`src/rtl/acq_sched_pkg.sv`:
```
// Shared types and widths for the acquisition scheduler.
package acq_sched_pkg;

    typedef enum logic [1:0] {
        ST_IDLE,
        ST_ARM,
        ST_WRITE,
        ST_DONE
    } state_t;

    localparam int FRAME_W = 16;
    localparam int WAIT_W  = 32;

endpackage

```
`src/rtl/acq_scheduler_rr_arbiter.sv`:
```
// Combinational round-robin arbiter: priority starts at last+1 and wraps.
module rr_arbiter #(
    parameter int N_REQ = 2,
    parameter int IDX_W = 1
) (
    input  logic [N_REQ-1:0] req,
    input  logic [IDX_W-1:0] last,
    output logic [N_REQ-1:0] gnt,
    output logic [IDX_W-1:0] idx,
    output logic             any
);

    always_comb begin
        gnt = '0;
        idx = '0;
        any = 1'b0;
        // First pass covers indices above last, second pass wraps to the rest.
        for (int j = 0; j < N_REQ; j++) begin
            if (!any && req[j] && (j > int'(last))) begin
                gnt[j] = 1'b1;
                idx    = IDX_W'(j);
                any    = 1'b1;
            end
        end
        for (int j = 0; j < N_REQ; j++) begin
            if (!any && req[j]) begin
                gnt[j] = 1'b1;
                idx    = IDX_W'(j);
                any    = 1'b1;
            end
        end
    end

endmodule

```
`src/rtl/acq_scheduler.sv`:
```
// Shares one BRAM capture window between requesters: round-robin grant,
// wait for address wrap, then write enable for whole frames.
module acq_scheduler
    import acq_sched_pkg::*;
#(
    parameter int BRAM_WIDTH = 13,
    parameter int N_REQ      = 2,
    parameter int IDX_W      = (N_REQ > 1) ? $clog2(N_REQ) : 1
) (
    input  logic                  clk,
    input  logic                  rst,
    input  logic [N_REQ-1:0]      req,
    input  logic [FRAME_W-1:0]    n_frames,
    input  logic                  abort,
    input  logic [BRAM_WIDTH-1:0] address,
    output logic [N_REQ-1:0]      grant,
    output logic [IDX_W-1:0]      owner,
    output logic                  busy,
    output logic                  wen,
    output logic                  frame_start,
    output logic [N_REQ-1:0]      done,
    output logic                  aborted,
    output logic [WAIT_W-1:0]     wait_cycles
);

    // Handshake: a requester raises req and holds it; grant marks ownership
    // from the cycle after arbitration through DONE; done pulses once and the
    // requester must drop req afterwards or it is seen as a new request.
    state_t               state_q, state_d;
    logic [IDX_W-1:0]     owner_q;
    logic                 has_owner_q;
    logic [N_REQ-1:0]     grant_q, done_q;
    logic                 aborted_q;
    logic [FRAME_W-1:0]   frames_left_q;
    logic [WAIT_W-1:0]    wait_cnt_q, wait_cycles_q;

    logic [N_REQ-1:0]     arb_gnt;
    logic [IDX_W-1:0]     arb_idx, arb_last;
    logic                 arb_any;
    logic                 addr_zero, addr_last;

    assign addr_zero = (address == '0);
    assign addr_last = &address;

    // Before the first grant the search starts at index 0.
    assign arb_last = has_owner_q ? owner_q : IDX_W'(N_REQ - 1);

    rr_arbiter #(
        .N_REQ (N_REQ),
        .IDX_W (IDX_W)
    ) u_arb (
        .req  (req),
        .last (arb_last),
        .gnt  (arb_gnt),
        .idx  (arb_idx),
        .any  (arb_any)
    );

    always_comb begin
        state_d = state_q;
        case (state_q)
            ST_IDLE:  if (arb_any) state_d = ST_ARM;
            ST_ARM: begin
                if (abort)          state_d = ST_DONE;
                else if (addr_zero) state_d = ST_WRITE;
            end
            ST_WRITE: begin
                if (abort) state_d = ST_DONE;
                else if (addr_last && frames_left_q == FRAME_W'(1)) state_d = ST_DONE;
            end
            ST_DONE:  state_d = ST_IDLE;
            default:  state_d = ST_IDLE;
        endcase
    end

    // Combinational so the first enable lands exactly on the address-0 cycle.
    assign wen         = (state_q == ST_WRITE) || (state_q == ST_ARM && addr_zero);
    assign frame_start = wen && addr_zero;

    always_ff @(posedge clk) begin
        if (rst) begin
            state_q       <= ST_IDLE;
            owner_q       <= '0;
            has_owner_q   <= 1'b0;
            grant_q       <= '0;
            done_q        <= '0;
            aborted_q     <= 1'b0;
            frames_left_q <= '0;
            wait_cnt_q    <= '0;
            wait_cycles_q <= '0;
        end else begin
            state_q   <= state_d;
            done_q    <= '0;
            aborted_q <= 1'b0;
            case (state_q)
                ST_IDLE: begin
                    if (arb_any) begin
                        owner_q       <= arb_idx;
                        has_owner_q   <= 1'b1;
                        grant_q       <= arb_gnt;
                        frames_left_q <= (n_frames == '0) ? FRAME_W'(1) : n_frames;
                        wait_cnt_q    <= '0;
                    end
                end
                ST_ARM: begin
                    if (~&wait_cnt_q) wait_cnt_q <= wait_cnt_q + 1'b1;
                    if (addr_zero)    wait_cycles_q <= wait_cnt_q;
                end
                ST_WRITE: begin
                    if (addr_last && frames_left_q != FRAME_W'(1))
                        frames_left_q <= frames_left_q - 1'b1;
                end
                ST_DONE: grant_q <= '0;
                default: ;
            endcase
            if (state_d == ST_DONE && state_q != ST_DONE) begin
                done_q    <= grant_q;
                aborted_q <= abort;
            end
        end
    end

    assign grant       = grant_q;
    assign owner       = owner_q;
    assign busy        = (state_q != ST_IDLE);
    assign done        = done_q;
    assign aborted     = aborted_q;
    assign wait_cycles = wait_cycles_q;

endmodule

```
`config.mk`:
```
export PLATFORM = sky130hd
export DESIGN_NAME = acq_scheduler
export DESIGN_NICKNAME = d
export VERILOG_FILES = /design/src/rtl/acq_sched_pkg.sv /design/src/rtl/acq_scheduler_rr_arbiter.sv /design/src/rtl/acq_scheduler.sv
export SDC_FILE = /design/constraint.sdc
export NUM_CORES = 1
export LEC_CHECK = 0
export CAP_MARGIN = 10
export CORE_ASPECT_RATIO = 0.7
export CORE_MARGIN = 3
export CORE_UTILIZATION = 55
export DETAILED_ROUTE_END_ITERATION = 6
export DONT_BUFFER_PORTS = 1
export GPL_TIMING_DRIVEN = 1
export PLACE_DENSITY = 0.71
export SKIP_LAST_GASP = 1
export SYNTH_ARGS = -nofsm -noshare
export SYNTH_HDL_FRONTEND = slang
export SYNTH_SLANG_ARGS = --single-unit
```
`constraint.sdc`:
```
create_clock -name clk -period 2.8 [get_ports clk]
set_input_delay 0.84 -clock clk [delete_from_list [all_inputs] [get_ports clk]]
set_output_delay 0.84 -clock clk [all_outputs]
set_load 0.02 [all_outputs]
```
==> results of run 1 <==
## worst max-delay path, delay by kind of cell
family	cells	cell delay (ps)
AOI/OAI and AO/OA	1	110
buffers and inverters	2	320
and+or+nand+nor	2	400
## logic make-up (layout without fill, tap and decap cells)
group / Yosys count / after routing / share of synthesized area
and+or+nand+nor: 261 / 261 / 0.3159
AOI/OAI and AO/OA: 149 / 149 / 0.2044
DFF: 89 / 89 / 0.4020
buffers and inverters: 46 / 40 / 0.04489
xor gates and xnor gates: 10 / 10 / 0.01976
adders and majority gates: 3 / 3 / 0.008471
muxes: 2 / 2 / 0.004517
## cell usage in the layout, fill, tap and decap left out, drive strengths merged, types with 3 or more instances in the layout
cell / count
nand4: 12
o211ai: 3
a21o: 4
nor2: 33
or4: 17
xnor2: 10
o21ai: 19
nor3b: 3
nand2: 98
and3: 8
a21oi: 84
nand3: 23
or3: 10
ha: 3
o31ai: 11
a211oi: 5
dfxtp: 89
and4: 5
nand2b: 5
inv: 8
nor3: 12
a211o: 3
nor4: 19
a31oi: 7
or2: 9
o32ai: 3
buf: 16
clkbuf: 14
## Yosys cell counts (10+ instances only)
cell and instances:
a21oi_1 79, clkbuf_1 26, dfxtp_1 89, nand2_1 98, nand3_1 21, nand4_1 11, nor2_1 32, nor3_1 11
nor4_1 15, o21ai_0 14, o31ai_1 10, or3_1 10, or4_1 15, xnor2_1 10
## per-layer routing
layer  vias up  track usage  wire (um)
li1       2011            -          -
met1      1953       0.3585       5455
met2       153       0.3682       4766
met3        13      0.08116        975
met4         0      0.07443        117
met5         -            0          0
## per-stage QoR
step,utilization,hold slack [ps]
2_1_floorplan,-,440.8
3_5_place_dp,0.5978,467.3
4_1_cts,0.6364,478.8
3_3_place_gp,0.5978,456.8
6_report,0.6364,476.9
5_1_grt,0.6364,501.8
## power breakdown
part / internal [mW] / switching, mW
sequential: 1.31 / 0.0585
clock: 0.717 / 0.470
combinational: 0.137 / 0.223
## sequential cells by signal, indices dropped and copies added (netlist names)
signal         cells
wait_cycles       32
owner              1
wait_cnt_q        32
frames_left_q     16
done               2
has_owner_q        1
state_q            2
aborted            1
grant              2
## area by class of cell
type / count / share of cell area
clock buffers: 14 / 0.05288
clock inverters: 2 / 0.007815
inverters: 8 / 0.006252
multi-input cells: 425 / 0.5116
flip-flops and latches: 89 / 0.3709
well taps: 98 / 0.02553
repair buffers: 16 / 0.02501
## final timing paths
kind | endpoint | start | slack (ps)
worst max-delay path | frame_start | address[1] | 290
worst min-delay path | frames_left_q[11]$_SDFFE_PP0P_ | frames_left_q[11]$_SDFFE_PP0P_ | 480
worst max register to register | wait_cnt_q[29]$_SDFFE_PP0P_ | wait_cnt_q[13]$_SDFFE_PP0P_ | 480
worst min register to register | frames_left_q[11]$_SDFFE_PP0P_ | frames_left_q[11]$_SDFFE_PP0P_ | 480
==> flow_summary.toml, run 1 <==
[status]
status = "finished clean"

[sta]
setup_viol = 0
relSlewSlack = 0.5528
slew_violations = 0
skew_ps = 8.465
period_share = 0.8981
hold_violations = 0
setup_ws_ps = 285.4
post-route-min-period_ps = 2515
fmax_mhz = 397.7
tightest_slew_ps = 670.8
setup_tns_ps = 0
rsz0062_at_grt = "no"

[yosys]
synth_ff_type = "dfxtp_1"
synth_edf_count = 0
yosysTopAreaCell = "dfxtp_1"
synth.cell_area_sq_mm = 0.004432
synth_warnings = 0
yosysTopAreaCellShare = 0.4020
async_reset_ff_frac = 0
netlist_instances = 560
synth.net_count = 597
synth_seq_cells = 89
yosys-top-cells-area = "dfxtp_1 40%, a21oi_1 8.9%, nand2_1 8.3%, nor2_1 2.7%, or4_1 2.5%"
synth_cell_types = 56
ys_seq_area_frac = 0.4020
avgSynthCellArea_sq_um = 7.914

[global_routing]
track_usage = 0.2529
grt.overflow.total = 0
grt_pass1_wl_um = 18610
grt_max_degree = 59
grt_pass1_vias = 3755
antenna_found_initial = 0

[floorplanning]
ios = 75
num_rows = 26
start_util = 0.5872
die_y_um = 81.10
die_w_um = 113.3
die_area_sq_mm = 0.009188
core-area_sq_mm = 0.007547

[critical_path]
critPathArrivalTime_ps = 1670
worstPathMaxFanout = 4
crit_path_end_kind = "primary output"
crit_chain = "nor4_1 > nand4_1 > buf_4 > a21oi_1 > buf_4"
rr_worst_depth = 5
worstSetupPathType = "primary input to primary output"
cp.required_ps = 1960
slowest_stage = "nor4_1"
worstSetupStartpointType = "primary input"
crit_path_max_incr_delay_ps = 260
cpMostUsedCell = "buf_4"

[placed_design]
globalplace.congestion = 0.8477
io_buffers = 0
place_ws_ps = 286.4
dp.cells = 636
placed_cell_area_sq_mm = 0.004512
dp.final_hpwl_um = 7857

[clock_network]
postCtsSetupBuffers = 0
ctsLongestPathBuffers = 2
clk-insertion-delay-late_ps = 340
tritoncts = "yes"
clkTransAtPathRegs_ps = 60
holdBufCountCts = 0
clock_sinks = 89
htreeDepth = 3
cts_root_buf = "clkbuf_16"
cts-resized-gates = 0
cts_buffers = 9

[cells_and_area]
layout.cells.non_filler = 652
n_antenna_cell = 0
fin_area_sq_mm = 0.004803
drive_gt1_frac = 0.1047
layout.nets = 586
syn2layout_area_growth_pct = 8.385
multi_input_area_sq_mm = 0.002457
fillers = 697
regArea_sq_mm = 0.001782

[run]
max_cap_violations = 0

[min_path]
whs_path_depth = 2
hold_class = "flop to flop"

[route]
post_drt_wl_per_cell_um = 17.35
drc = 0
drt_iter0_markers = 307
viasPerCell = 6.334
vias = 4130
finalWirelength_um = 11320
first_pass_iters = 5
antenna_left = 0

[pwr]
leakagePower_nw = 1.601
finalPower_mw = 2.911
powerDensity_mw_per_mm2 = 606.0
ir_worst_vdd_v = 0.0007022
Note: power is estimated with default switching activity, not from simulation.
==> run 2, diff against run 1 <==
--- a/config.mk
+++ b/config.mk
@@ -7,2 +7,3 @@
 export LEC_CHECK = 0
+export ABC_CLOCK_PERIOD_IN_PS = 2800
 export CAP_MARGIN = 10
==> constraint.sdc (replaced) <==
create_clock -name clk -period 2.8 [get_ports clk]
set_input_delay 0 -clock clk [delete_from_list [all_inputs] [get_ports clk]]
set_output_delay 0 -clock clk [all_outputs]
set_load 0.02 [all_outputs]
==> flow_summary.toml, run 2 (same netlist as run 1, synthesis figures left out) <==
[status]
status = "finished clean"

[pwr]
leakagePower_nw = 1.711
powerDensity_mw_per_mm2 = 575.2
finalPower_mw = 2.895
ir_worst_vdd_v = 0.0004809

[critical_path]
critPathArrivalTime_ps = 2860
crit_path_end_kind = "flop"
crit_start = "state_q[0]$_SDFF_PP0_"
worstSetupStartpointType = "flop"
cp.required_ps = 3080
r2r-start = "state_q[0]$_SDFF_PP0_"
reg2reg_slack_ps = 230
rr_worst_depth = 7
worstPathMaxFanout = 32
r2r-end = "frames_left_q[3]$_SDFFE_PP0P_"
worstSetupPathType = "flop to flop"
worstSetupEndpoint = "frames_left_q[3]$_SDFFE_PP0P_"

[floorplanning]
start_util = 0.5872
die_w_um = 113.3
core-area_sq_mm = 0.007547
num_rows = 26
die_y_um = 81.10
ios = 75
die_area_sq_mm = 0.009188

[global_routing]
antenna_found_initial = 0
grt_max_degree = 59
grt_pass1_vias = 3832
grt_pass1_wl_um = 19260
grt.overflow.total = 0
track_usage = 0.2611

[sta]
skew_ps = 5.810
setup_viol = 0
hold_violations = 0
tightest_slew_ps = 862.8
period_share = 0.9194
rsz0062_at_grt = "yes"
fmax_mhz = 388.4
slew_violations = 0
post-route-min-period_ps = 2574
relSlewSlack = 0.4248

[route]
first_pass_iters = 5
vias = 4194
post_drt_wl_per_cell_um = 17.31
drc = 0
finalWirelength_um = 11660
drt_iter0_markers = 351
antenna_left = 0
viasPerCell = 6.223

[cells_and_area]
regArea_sq_mm = 0.001782
multi_input_area_sq_mm = 0.002464
syn2layout_area_growth_pct = 13.58
layout.nets = 608
final_common_cell = "nand2_1"
fillers = 685
drive_gt1_frac = 0.1059
post-route-util = 0.6669
n_antenna_cell = 0
final_cell_mix = "98 x nand2_1, 89 x dfxtp_1, 78 x a21oi_1"

[clock_network]
cts_root_buf = "clkbuf_16"
clock_sinks = 89
tritoncts = "yes"
cts_buffers = 9
clkTransAtPathRegs_ps = 60
clk-insertion-delay-late_ps = 340
htreeDepth = 3
ctsLongestPathBuffers = 2

[min_path]
worstHoldStart = "n_frames[15]"
hold_class = "primary input to flop"

[run]
max_cap_violations = 0

[placed_design]
globalplace.congestion = 0.8634
io_buffers = 0
dp.final_hpwl_um = 7942
==> run 2: changes by cell type in the layout (fill, tap and decap cells not counted) <==
cell and change:
dlygate4sd3_1 +22, clkinv_2 +3, clkbuf_1 -2, buf_16 +1, buf_4 -1, bufinv_16 -1
clkbuf_8 +1, clkinvlp_4 -1, nor4_1 -1, nor4_2 +1
==> run 2: final cells by class <==
class | count | share of cell area
inverter | 8 | 0.005966
timing repair buffer | 38 | 0.07159
clock inverter | 3 | 0.002983
multi-input combinational | 425 | 0.4894
sequential | 89 | 0.3540
clock buffer | 13 | 0.05170
tap | 98 | 0.02436
==> run 2: where the power goes <==
part           switching (mW)  internal (mW)  total (mW)
clock                   0.475          0.646        1.12
combinational           0.241          0.168       0.409
sequential             0.0600           1.31        1.37
total                   0.776           2.12        2.90
==> run 2: through the flow <==
step / hold slack (ps) / setup TNS [ps] / cells / cell area (sq um) / worst slack (ps)
floorplan: 133.4 / 0 / 560 / 4432 / 757.0
global placement: 74.38 / 0 / 633 / 4489 / 553.7
detailed placement: 77.06 / 0 / 633 / 4489 / 508.6
CTS: 2.257 / 0 / 672 / 5012 / 42.87
global route: 37.52 / -13.02 / 674 / 5034 / -13.02
finish: 9.271 / 0 / 674 / 5034 / 225.6
==> run 2: critical path, stage by stage (launching register included) <==
cell           delay (ps)
dfxtp_1               410
or2_2                 420
nor2_2                360
a21oi_2                40
buf_4                 240
or2_2                 320
a21oi_1               130
dlygate4sd3_1         570
==> run 2: how the worst min path moves through the flow <==
stage	depth (start not counted)	endpoint	slack, ps
after CTS	3	frames_left_q[15]$_SDFFE_PP0P_	2
final	3	frames_left_q[15]$_SDFFE_PP0P_	9
after detailed placement	1	wait_cnt_q[0]$_SDFFE_PP0P_	80
after global placement	1	grant[0]$_SDFFE_PP0P_	70
after floorplan	1	aborted$_SDFF_PP0_	130
after global routing	3	frames_left_q[7]$_SDFFE_PP0P_	40
==> run 2: what timing repair did <==
item                                    in CTS  in global routing
endpoints found under the setup margin       0                  5
hold endpoints to repair                    64                  0
gates resized for setup                      0                  1
setup buffers                                0                  2
hold buffers                                23                  0
==> run 2: layer usage <==
layer  track usage  wire length, um  vias to the layer above  part of all wire
met5             0                0                        -                 0
met4       0.07083              162                        0             0.014
met1        0.3812             5646                     1959              0.48
met3       0.08042             1015                       18             0.087
met2        0.3717             4840                      160              0.41
li1              -                -                     2057                 -
==> run 3, diff against run 2 <==
ABC_AREA = 1   (was unset)
==> flow_summary.toml, run 3 <==
[clock_network]
clock_sinks = 89
htreeDepth = 3
tritoncts = "yes"
clk-insertion-delay-late_ps = 350
ctsLongestPathBuffers = 2
cts_root_buf = "clkbuf_16"
clkTransAtPathRegs_ps = 70
postCtsSetupBuffers = 0
cts_buffers = 9

[yosys]
avgSynthCellArea_sq_um = 6.420
yosys-top-cells-area = "dfxtp_1 36%, nand2_1 14%, nor2_1 11%, a21oi_1 6.2%, inv_1 5.9%"
synth_edf_count = 0
async_reset_ff_frac = 0
synth_cell_types = 38
netlist_instances = 770
synth_most_common_cell = "nand2_1"
yosysTopAreaCell = "dfxtp_1"
synth_ff_type = "dfxtp_1"
yosysTopAreaCellShare = 0.3604
synth_seq_cells = 89
synth.cell_area_sq_mm = 0.004943
synth.net_count = 807
synth.top_cells.by_count = "183 x nand2_1, 142 x nor2_1, 89 x dfxtp_1"
synth_warnings = 0
ys_seq_area_frac = 0.3604

[sta]
slew_violations = 0
setup_tns_ps = 0
setup_viol = 0
post-route-min-period_ps = 2475
skew_ps = 8.862
setup_ws_ps = 324.7
period_share = 0.8840
rsz0062_at_grt = "no"
tightest_slew_ps = 582.5
hold_violations = 0
fmax_mhz = 404.0
relSlewSlack = 0.6112

[critical_path]
slowest_stage = "dlygate4sd3_1"
crit_chain = "ha_1 > nand2_1 > nor2_4 > nand2_4 > nor2_8 > nand3_4 > nand3_4 > nand2_1 > a21oi_2 > dlygate4sd3_1"
worstSetupStartpointType = "flop"
critPathArrivalTime_ps = 2760
crit_path_max_incr_delay_ps = 540
path_buf_inv = 1
worstSetupPathType = "flop to flop"
crit_path_end_kind = "flop"
cp.required_ps = 3090
critPathTopFamily = "simple AND/OR/NAND/NOR gates"
worstPathMaxFanout = 27
reg2reg_slack_ps = 320

[cells_and_area]
final_cell_mix = "183 x nand2_1, 142 x nor2_1, 89 x dfxtp_1"
syn2layout_area_growth_pct = 12.50
drive_gt1_frac = 0.09506
final_common_cell = "nand2_1"
fillers = 798
layout.nets = 821
multi_input_area_sq_mm = 0.002719
n_antenna_cell = 0
fin_area_sq_mm = 0.005562
regArea_sq_mm = 0.001782

[pwr]
leakagePower_nw = 2.091
powerDensity_mw_per_mm2 = 559.1
ir_worst_vdd_v = 0.0003651

[placed_design]
globalplace.congestion = 0.9441
place_ws_ps = 853.0
io_buffers = 0
dp.final_hpwl_um = 9647
placed_cell_area_sq_mm = 0.005015

[floorplanning]
start_util = 0.5759
die_area_sq_mm = 0.01018
die_y_um = 85.32
num_rows = 28
die_w_um = 119.3
ios = 75
core-area_sq_mm = 0.008583

[route]
viasPerCell = 5.444
drt_iter0_markers = 473
first_pass_iters = 5
finalWirelength_um = 13390
drc = 0
antenna_left = 0
post_drt_wl_per_cell_um = 14.72
vias = 4949

[status]
status = "finished clean"

[global_routing]
grt_pass1_wl_um = 22010
grt_pass1_vias = 4404
grt_max_degree = 41
antenna_found_initial = 0
grt.overflow.total = 0
track_usage = 0.2699

[min_path]
hold_class = "primary input to flop"

[run]
max_cap_violations = 0
-- run 3: cell count changes in the layout (fill, tap and decap cells not counted), moves of 17 or more --
| cell | previous run | this run |
|---|---|---|
| o21ai_0 | 14 | 52 |
| nor2_1 | 31 | 142 |
| nand3_1 | 21 | 56 |
| inv_1 | 8 | 78 |
| a21oi_1 | 78 | 61 |
| nand2_1 | 98 | 183 |
-- run 3: final timing paths --
check | from | endpoint | cells past startpoint
worst min register to register | has_owner_q$_SDFFE_PP0P_ | has_owner_q$_SDFFE_PP0P_ | 2
worst min-delay path | req[1] | grant[1]$_SDFFE_PP0P_ | 5
worst max-delay path | wait_cnt_q[0]$_SDFFE_PP0P_ | wait_cnt_q[30]$_SDFFE_PP0P_ | 10
worst max register to register | wait_cnt_q[0]$_SDFFE_PP0P_ | wait_cnt_q[30]$_SDFFE_PP0P_ | 10
-- run 3: worst register-to-register path, delay by kind of cell, from the launching register on --
kind / cells / cell delay [ps]
and+or+nand+nor: 7 / 1110
DFF: 1 / 390
AOI/OAI and AO/OA: 1 / 140
buffers and inverters: 1 / 540
adders and majority gates: 1 / 240
-- run 3: through the flow --
stage	util	instances	hold slack (ps)	power (mW)
after floorplan	-	770	151.5	1.743
after global placement	0.5843	871	71.02	1.815
after detailed placement	0.5843	871	74.70	1.825
after CTS	0.6480	909	28.25	3.109
after global routing	0.6480	909	61.75	3.243
final	0.6480	909	36.45	3.109
-- run 3: repair_timing --
| item | 4_1_cts | 5_1_grt |
|---|---|---|
| hold buffers | 22 | 0 |
| gates resized for setup | 0 | 0 |
| endpoints found under the hold margin | 53 | 0 |
-- run 3: final cells by class --
cell class	count	area share
flip-flops and latches	89	0.3204
clock buffers	11	0.04544
inverters	83	0.05602
well taps	120	0.02700
repair buffers	29	0.05084
clock inverters	5	0.01147
multi-input cells	572	0.4889
-- run 3: power by group --
part | internal (mW) | switching [mW] | total [mW]
clock network | 0.745 | 0.519 | 1.26
logic | 0.154 | 0.326 | 0.480
registers | 1.31 | 0.0540 | 1.36
total | 2.21 | 0.900 | 3.11
-- run 3: cells by family (layout without fill, tap and decap cells) --
| kind of cell | count (synthesis) | in the layout | synth area share |
|---|---|---|---|
| xor gates and xnor gates | 11 | 11 | 0.01949 |
| adders and majority gates | 3 | 3 | 0.007594 |
| AOI/OAI and AO/OA | 130 | 130 | 0.1428 |
| and+or+nand+nor | 428 | 428 | 0.3791 |
| DFF | 89 | 89 | 0.3604 |
| buffers and inverters | 109 | 128 | 0.09061 |
-- run 3: per-layer routing --
metal	track usage	routed length [um]
met1	0.4191	6848
met3	0.07195	1331
met4	0.07588	175
met5	0	0
met2	0.3608	5029
